### config.mk
export PLATFORM = sky130hd
export DESIGN_NAME = game_screen_sel
export DESIGN_NICKNAME = d
export VERILOG_FILES = /design/src/rtl/game_pkg.sv /design/src/rtl/game_screen_sel_frame_hold_counter.sv /design/src/rtl/game_screen_sel.sv
export SDC_FILE = /design/constraint.sdc
export NUM_CORES = 1
export LEC_CHECK = 0
export ABC_AREA = 1
export CORE_MARGIN = 2
export CORE_UTILIZATION = 39
export DETAILED_ROUTE_END_ITERATION = 12
export PLACE_DENSITY = 0.84
export SLEW_MARGIN = 30
export SYNTH_ARGS = -nofsm -noshare
export SYNTH_HDL_FRONTEND = slang
export SYNTH_SLANG_ARGS = --single-unit
### constraint.sdc
create_clock -name clk_in -period 2.4 [get_ports clk_in]
set_input_delay 0.6 -clock clk_in [delete_from_list [all_inputs] [get_ports clk_in]]
set_output_delay 0.6 -clock clk_in [all_outputs]
set_load 0.01 [all_outputs]
### src/rtl/game_pkg.sv
// Shared screen encodings and constants for the game video path.
// screen_t is also used by the game FSM.
package game_pkg;

  typedef enum logic [1:0] {
    SCR_PLAY = 2'd0,
    SCR_WIN  = 2'd1,
    SCR_LOSE = 2'd2
  } screen_t;

  localparam logic [23:0] BLACK_PIXEL = 24'h000000;

endpackage

### src/rtl/game_screen_sel_frame_hold_counter.sv
// Counts frame ticks while a timed screen is shown and flags the tick that ends the hold.
// Reusable for any screen that must stay up for a fixed number of whole frames.
module frame_hold_counter #(
  parameter int HOLD_FRAMES = 180,
  parameter int CNT_W       = 8
) (
  input  logic clk_in,
  input  logic rst_in,
  input  logic clear,
  input  logic tick,
  output logic expire
);

  localparam logic [CNT_W-1:0] LAST = CNT_W'(HOLD_FRAMES - 1);

  logic [CNT_W-1:0] frame_cnt;

  // expire is combinational so the owner can act on the same boundary
  assign expire = tick && (frame_cnt == LAST);

  always_ff @(posedge clk_in) begin
    if (!rst_in) begin
      frame_cnt <= '0;
    end else if (clear || expire) begin
      frame_cnt <= '0;
    end else if (tick) begin
      frame_cnt <= frame_cnt + 1'b1;
    end
  end

endmodule

### src/rtl/game_screen_sel.sv
// Picks the pixel stream for HDMI (gameplay, win or lose screen), switching only at
// frame boundaries, and registers pixel and sync together with one cycle of latency.
module game_screen_sel
  import game_pkg::*;
#(
  parameter int HOLD_FRAMES = 180,
  parameter int FRAME_CNT_W = 8
) (
  input  logic        clk_in,
  input  logic        rst_in,
  input  logic        hsync_in,
  input  logic        vsync_in,
  input  logic        blank_in,
  input  logic        new_frame_in,
  input  logic        win_in,
  input  logic        lose_in,
  input  logic [23:0] play_pixel_in,
  input  logic [23:0] win_pixel_in,
  input  logic [23:0] lose_pixel_in,
  output logic [23:0] pixel_out,
  output logic        hsync_out,
  output logic        vsync_out,
  output logic        blank_out,
  output logic [1:0]  screen_out,
  output logic        done_out
);

  // pend uses SCR_PLAY to mean "no pending event"
  screen_t state, state_next;
  screen_t pend, pend_next;
  screen_t req;
  logic    hold_clear, hold_tick, hold_expire;

  frame_hold_counter #(
    .HOLD_FRAMES(HOLD_FRAMES),
    .CNT_W      (FRAME_CNT_W)
  ) u_hold (
    .clk_in(clk_in),
    .rst_in(rst_in),
    .clear (hold_clear),
    .tick  (hold_tick),
    .expire(hold_expire)
  );

  always_ff @(posedge clk_in) begin
    if (!rst_in) begin
      state    <= SCR_PLAY;
      pend     <= SCR_PLAY;
      done_out <= 1'b0;
    end else begin
      state    <= state_next;
      pend     <= pend_next;
      done_out <= hold_expire;
    end
  end

  always_comb begin
    state_next = state;
    pend_next  = pend;
    hold_clear = 1'b0;
    hold_tick  = 1'b0;
    req        = SCR_PLAY;
    case (state)
      SCR_PLAY: begin
        // an event in the boundary cycle takes effect at that same boundary
        if (win_in)       req = SCR_WIN;
        else if (lose_in) req = SCR_LOSE;
        else              req = pend;
        if (new_frame_in && req != SCR_PLAY) begin
          state_next = req;
          pend_next  = SCR_PLAY;
          hold_clear = 1'b1;
        end else if (pend == SCR_PLAY && (win_in || lose_in)) begin
          pend_next = win_in ? SCR_WIN : SCR_LOSE;
        end
      end
      SCR_WIN, SCR_LOSE: begin
        hold_tick = new_frame_in;
        if (hold_expire) state_next = SCR_PLAY;
      end
      default: state_next = SCR_PLAY;
    endcase
  end

  always_ff @(posedge clk_in) begin
    if (!rst_in) begin
      pixel_out <= BLACK_PIXEL;
      hsync_out <= 1'b0;
      vsync_out <= 1'b0;
      blank_out <= 1'b1;
    end else begin
      hsync_out <= hsync_in;
      vsync_out <= vsync_in;
      blank_out <= blank_in;
      if (blank_in) begin
        pixel_out <= BLACK_PIXEL;
      end else begin
        case (state)
          SCR_WIN:  pixel_out <= win_pixel_in;
          SCR_LOSE: pixel_out <= lose_pixel_in;
          default:  pixel_out <= play_pixel_in;
        endcase
      end
    end
  end

  assign screen_out = state;

endmodule

; Word-level counts from Yosys, hierarchy flattened
; Index checks and enable logic that the tools add are counted.
; Widths: inputs -> output; s select.
[totals]
wordCells = 42
reg_bits = 40
in_bits = 80
out_inout_bits = 30
[classes]
n_bitwise = 1
mux = 13
addsub = 1
reduce_logical = 14
eq_ne = 5
[ops]
columns = cell, n
row1 = $pmux 24 s2, 1
row2 = $mux 2, 8
row3 = $add 8x1->8 const B, 1
row4 = $eq 8x8->1 const B, 1
row5 = $reduce_or 2->1, 3
row6 = $logic_not 2->1, 2
row7 = $ne 2x2->1 const B, 2
row8 = $pmux 2 s2, 1
row9 = $reduce_and 2->1, 2
row10 = $reduce_bool 2->1, 2
row11 = $logic_and 1x1->1, 3
row12 = $mux 1, 3
row13 = $eq 2x1->1 const B, 1
row14 = $eq 2x2->1 const B, 1
row15 = $logic_or 1x1->1, 2
row16 = $not 1->1, 1

; Logic depth before layout (Yosys ltp)
[depth]
ltp_word = 9
ltp_mapped = 10
depth_no_buf = 10

; Cells and area by module
; From an unflattened synthesis, not the netlist that was laid out.
[unflattened]
hier_cells = 246
area_unflattened_um2 = 1841.8
[modules_own_cells]
columns = module, seq_area_each_um2, cells_per_inst, area_each_um2, n_inst
row1 = game_screen_sel, 640.6, 186, 1426.4, 1
row2 = frame_hold_counter, 160.2, 60, 415.4, 1

; Least setup slack after synthesis
; No wires, ideal clock.
[synth_timing]
kind = register to register
startpoint = register state[0], in the netlist screen_out[0]
endpoint = register u_hold.frame_cnt[2]
required_ps = 2320
stages_incl_launch_ff = 8
path_slack_ps = 876
setup_time_ps = 80
arrival_ps = 1444
synth_period_minus_slack_ps = 1524
path_cell_list = dfxtp_1 -> inv_1 -> ha_1 -> nand2_2 -> clkinv_2 -> nand3_2 -> nand3_2 -> nor3b_1
[synth_between]
elab_chain_cells = 6
word_cells_on_any_way = 9
[synth_lines]
columns = element, line_no
row1 = from (decl), game_screen_sel.sv:29  ; screen_t state, state_next;
row2 = from (signal assigned), game_screen_sel.sv:51  ; state <= state_next;
row3 = $eq 2x2->1 or $eq 2x1->1 (tied branches), game_screen_sel.sv:63  ; case (state)
row4 = $reduce_or 2->1, game_screen_sel.sv:63
row5 = $mux 1, game_screen_sel.sv:63
row6 = $logic_and 1x1->1, game_screen_sel_frame_hold_counter.sv:19  ; assign expire = tick && (frame_cnt == LAST);
row7 = $logic_or 1x1->1, game_screen_sel_frame_hold_counter.sv:24  ; end else if (clear || expire) begin
row8 = $reduce_or 2->1 (no line), n/a
row9 = to (signal assigned), game_screen_sel_frame_hold_counter.sv:27  ; frame_cnt <= frame_cnt + 1'b1;
row10 = to (decl), game_screen_sel_frame_hold_counter.sv:16  ; logic [CNT_W-1:0] frame_cnt;
; Several ways; a longest one is shown, not always the timed one.
; A chain may end at the register's enable or synchronous reset.

; Worst setup path after layout
[layout_timing]
startpoint = register state[0], in the netlist screen_out[0]
endpoint = output port screen_out[0]
[layout_rtl]
columns = element, line_no
row1 = to (decl), game_screen_sel.sv:24  ; output logic [1:0] screen_out,
; No word-level cell between the ends.

==> results.json <==
{
  "critPathCaptureType": "primary output",
  "io_pins": 110,
  "row_count": 24,
  "grt_pass1_wl_um": 8273,
  "finalNetCount": 428,
  "cts_tree": "done",
  "drtAntennaViolNets": 0,
  "p_leak_uw": 0.001140,
  "fmax_mhz": 536.5,
  "power_density_nw_per_um2": 830.2,
  "first_global_vias": 1777,
  "wire_per_inst_um": 13.42,
  "ir_worst_vdd_mv": 0.5456,
  "finalCriticalPeriod_ns": 1.864,
  "area_delta_synth_final_pct": 70.65,
  "clock_path_buffers": 2,
  "post_cts_buffers": 0,
  "fill_cells": 369,
  "skew_ns": 0.008367,
  "hpwl_um": 4076,
  "synth_area_per_cell_um2": 7.561,
  "seqCellArea_um2": 800.8,
  "crit_chain": "clkdlybuf4s50_1",
  "initial_core_util": 0.4063,
  "rsz0062_at_grt": "no",
  "rrSetupSlack_ns": 0.75,
  "final-hold-violation-count": 0,
  "cts_sinks": 40,
  "multi_input_comb_area_um2": 852.1,
  "arrival_ns": 1.26,
  "synth_area_um2": 1769,
  "yosysSeqAreaShare": 0.4526,
  "clkTransAtPathRegs_ns": 0.08,
  "critPathSlowestCell": "clkdlybuf4s50_1",
  "place.gp.congestion": 0.7922,
  "die_w_um": 71.35,
  "critical_path.max_fanout": 4,
  "cp-startpoint": "screen_out[0]$_SDFFE_PN0P_",
  "finalPower_uw": 2506,
  "antenna_found_initial": 0,
  "synth_seq_cells": 40,
  "postSynthCellCount": 234,
  "synth_area_leaders": "dfxtp_1 (45%), nand2_1 (14%), a31oi_1 (8.5%), o21ai_0 (4.5%), inv_1 (3.2%)",
  "finalSetupTns_ns": 0,
  "clockRootBuffer": "clkbuf_8",
  "pre_cts_slack_ns": 0.3800,
  "cts_hold_buf": 0,
  "drc": 0,
  "firstDrtPassIters": 4,
  "synth-main-ff-cell": "dfxtp_1",
  "slowest_delay_ns": 0.57,
  "synth_edf_count": 0,
  "endpoint": "screen_out[0]",
  "critPathRequiredTime_ns": 1.80,
  "crit_cells": 1,
  "syn_nets": 318,
  "dr_total_vias": 1938,
  "overflow": 0,
  "clk_latency_ns": 0.29,
  "die_y_um": 71.35,
  "grt_max_degree": 27,
  "hold_class": "reg -> reg",
  "critPathTopFamily": "buffers and inverters",
  "synth.top_cell.area_share": 0.4526,
  "vias_per_cell": 4.882,
  "drive_gt1_frac": 0.06667,
  "status": "completed",
  "worstReg2RegEnd": "u_hold.frame_cnt[2]$_SDFFE_PP0P_",
  "relSlewSlack": 0.6616,
  "final_cells": 397,
  "yosysTopAreaCell": "dfxtp_1",
  "cp_num_buf_inv": 1,
  "die_area_um2": 5091,
  "startpoint_type": "register",
  "synthTopCellsByCount": "nand2_1 (68), dfxtp_1 (40), a31oi_1 (24)",
  "synth_cell_types": 24,
  "worst_slack_ns": 0.5362,
  "cts_resized": 0,
  "diodes": 0,
  "slew_violations": 0,
  "cts_inserted_buffers": 5,
  "port_buffers": 109,
  "path_class": "reg -> out",
  "grtUsageTotal": 0.2067,
  "drv_cap": 0,
  "wl_um": 5326,
  "ff2ff_path_depth": 7,
  "timing.rr.start": "screen_out[0]$_SDFFE_PN0P_",
  "fin_crit_sh": 0.7766,
  "async_flop_share": 0,
  "yosys_warnings": 0,
  "coreArea_um2": 4354,
  "synth.most_common_cell": "nand2_1",
  "finalSetupViolations": 0,
  "dp.cells": 389,
  "worst-slew-pin-transition_ns": 0.5064,
  "h-tree-depth": 2,
  "drt-initial-drc-count": 77
}
area by class of cell:
cell class | instances | share of cell area
timing repair buffer | 114 | 0.3738
multi-input combinational | 166 | 0.2822
sequential | 40 | 0.2652
clock buffer | 6 | 0.02404
inverter | 17 | 0.02155
tap | 52 | 0.02155
clock inverter | 2 | 0.01160
logic make-up after synthesis:
group	after synthesis	share of synthesized area
DFF	40	0.4526
AOI/OAI and AO/OA	59	0.1853
adders and majority gates	4	0.02829
buffers and inverters	28	0.06576
and+or+nand+nor	100	0.2532
xor gates and xnor gates	3	0.01485
worst min-delay path by stage:
stage,start,to,slack [ns],cells past startpoint
after floorplan,u_hold.frame_cnt[1]$_SDFFE_PP0P_,u_hold.frame_cnt[1]$_SDFFE_PP0P_,0.46,2
after detailed placement,u_hold.frame_cnt[1]$_SDFFE_PP0P_,u_hold.frame_cnt[1]$_SDFFE_PP0P_,0.48,2
final,u_hold.frame_cnt[1]$_SDFFE_PP0P_,u_hold.frame_cnt[1]$_SDFFE_PP0P_,0.49,2
after global routing,u_hold.frame_cnt[1]$_SDFFE_PP0P_,u_hold.frame_cnt[1]$_SDFFE_PP0P_,0.51,2
after CTS,u_hold.frame_cnt[1]$_SDFFE_PP0P_,u_hold.frame_cnt[1]$_SDFFE_PP0P_,0.49,2
after global placement,u_hold.frame_cnt[1]$_SDFFE_PP0P_,u_hold.frame_cnt[1]$_SDFFE_PP0P_,0.48,2
layout by cell type (no fill, tap or decap), types with 2 or more instances in the layout:
master,n
nor2_4,2
nand3_1,8
nand3_2,2
nor2_1,13
buf_4,5
ha_1,4
xor2_1,3
a21oi_1,7
clkdlybuf4s50_1,109
nand2_2,3
dfxtp_1,40
nand2_1,68
inv_1,15
clkbuf_8,5
a31oi_1,24
clkinv_2,2
o21ai_1,11
o21ai_0,16
routing by layer:
metal  part of all wire  global-route usage  vias up
li1                   -                   -     1003
met1               0.42              0.2425      851
met2               0.49              0.3601       74
met3              0.068             0.05485       10
met4              0.021             0.07757        0
met5                  0                   0        -
state kept, by name, summed over array words and instances, names as in the netlist:
| name | flops |
|---|---|
| screen_out | 2 |
| vsync_out | 1 |
| pend | 2 |
| hsync_out | 1 |
| done_out | 1 |
| blank_out | 1 |
| u_hold.frame_cnt | 8 |
| pixel_out | 24 |
metrics by stage:
| step | cell area [um^2] | hold slack [ns] | util |
|---|---|---|---|
| 2_1_floorplan | 1769 | 0.4578 | - |
| 3_3_place_gp | 2912 | 0.4766 | 0.6687 |
| 3_5_place_dp | 2912 | 0.4759 | 0.6687 |
| 4_1_cts | 3019 | 0.4884 | 0.6934 |
| 5_1_grt | 3019 | 0.5139 | 0.6934 |
| 6_report | 3019 | 0.4894 | 0.6934 |
report_power, final:
part           internal [uW]  total [uW]  switching [uW]
clock                    309         543             234
sequential               803         858            54.6
combinational            512        1110             593
total                   1620        2510             882
Power figures use the tool's default switching activity.
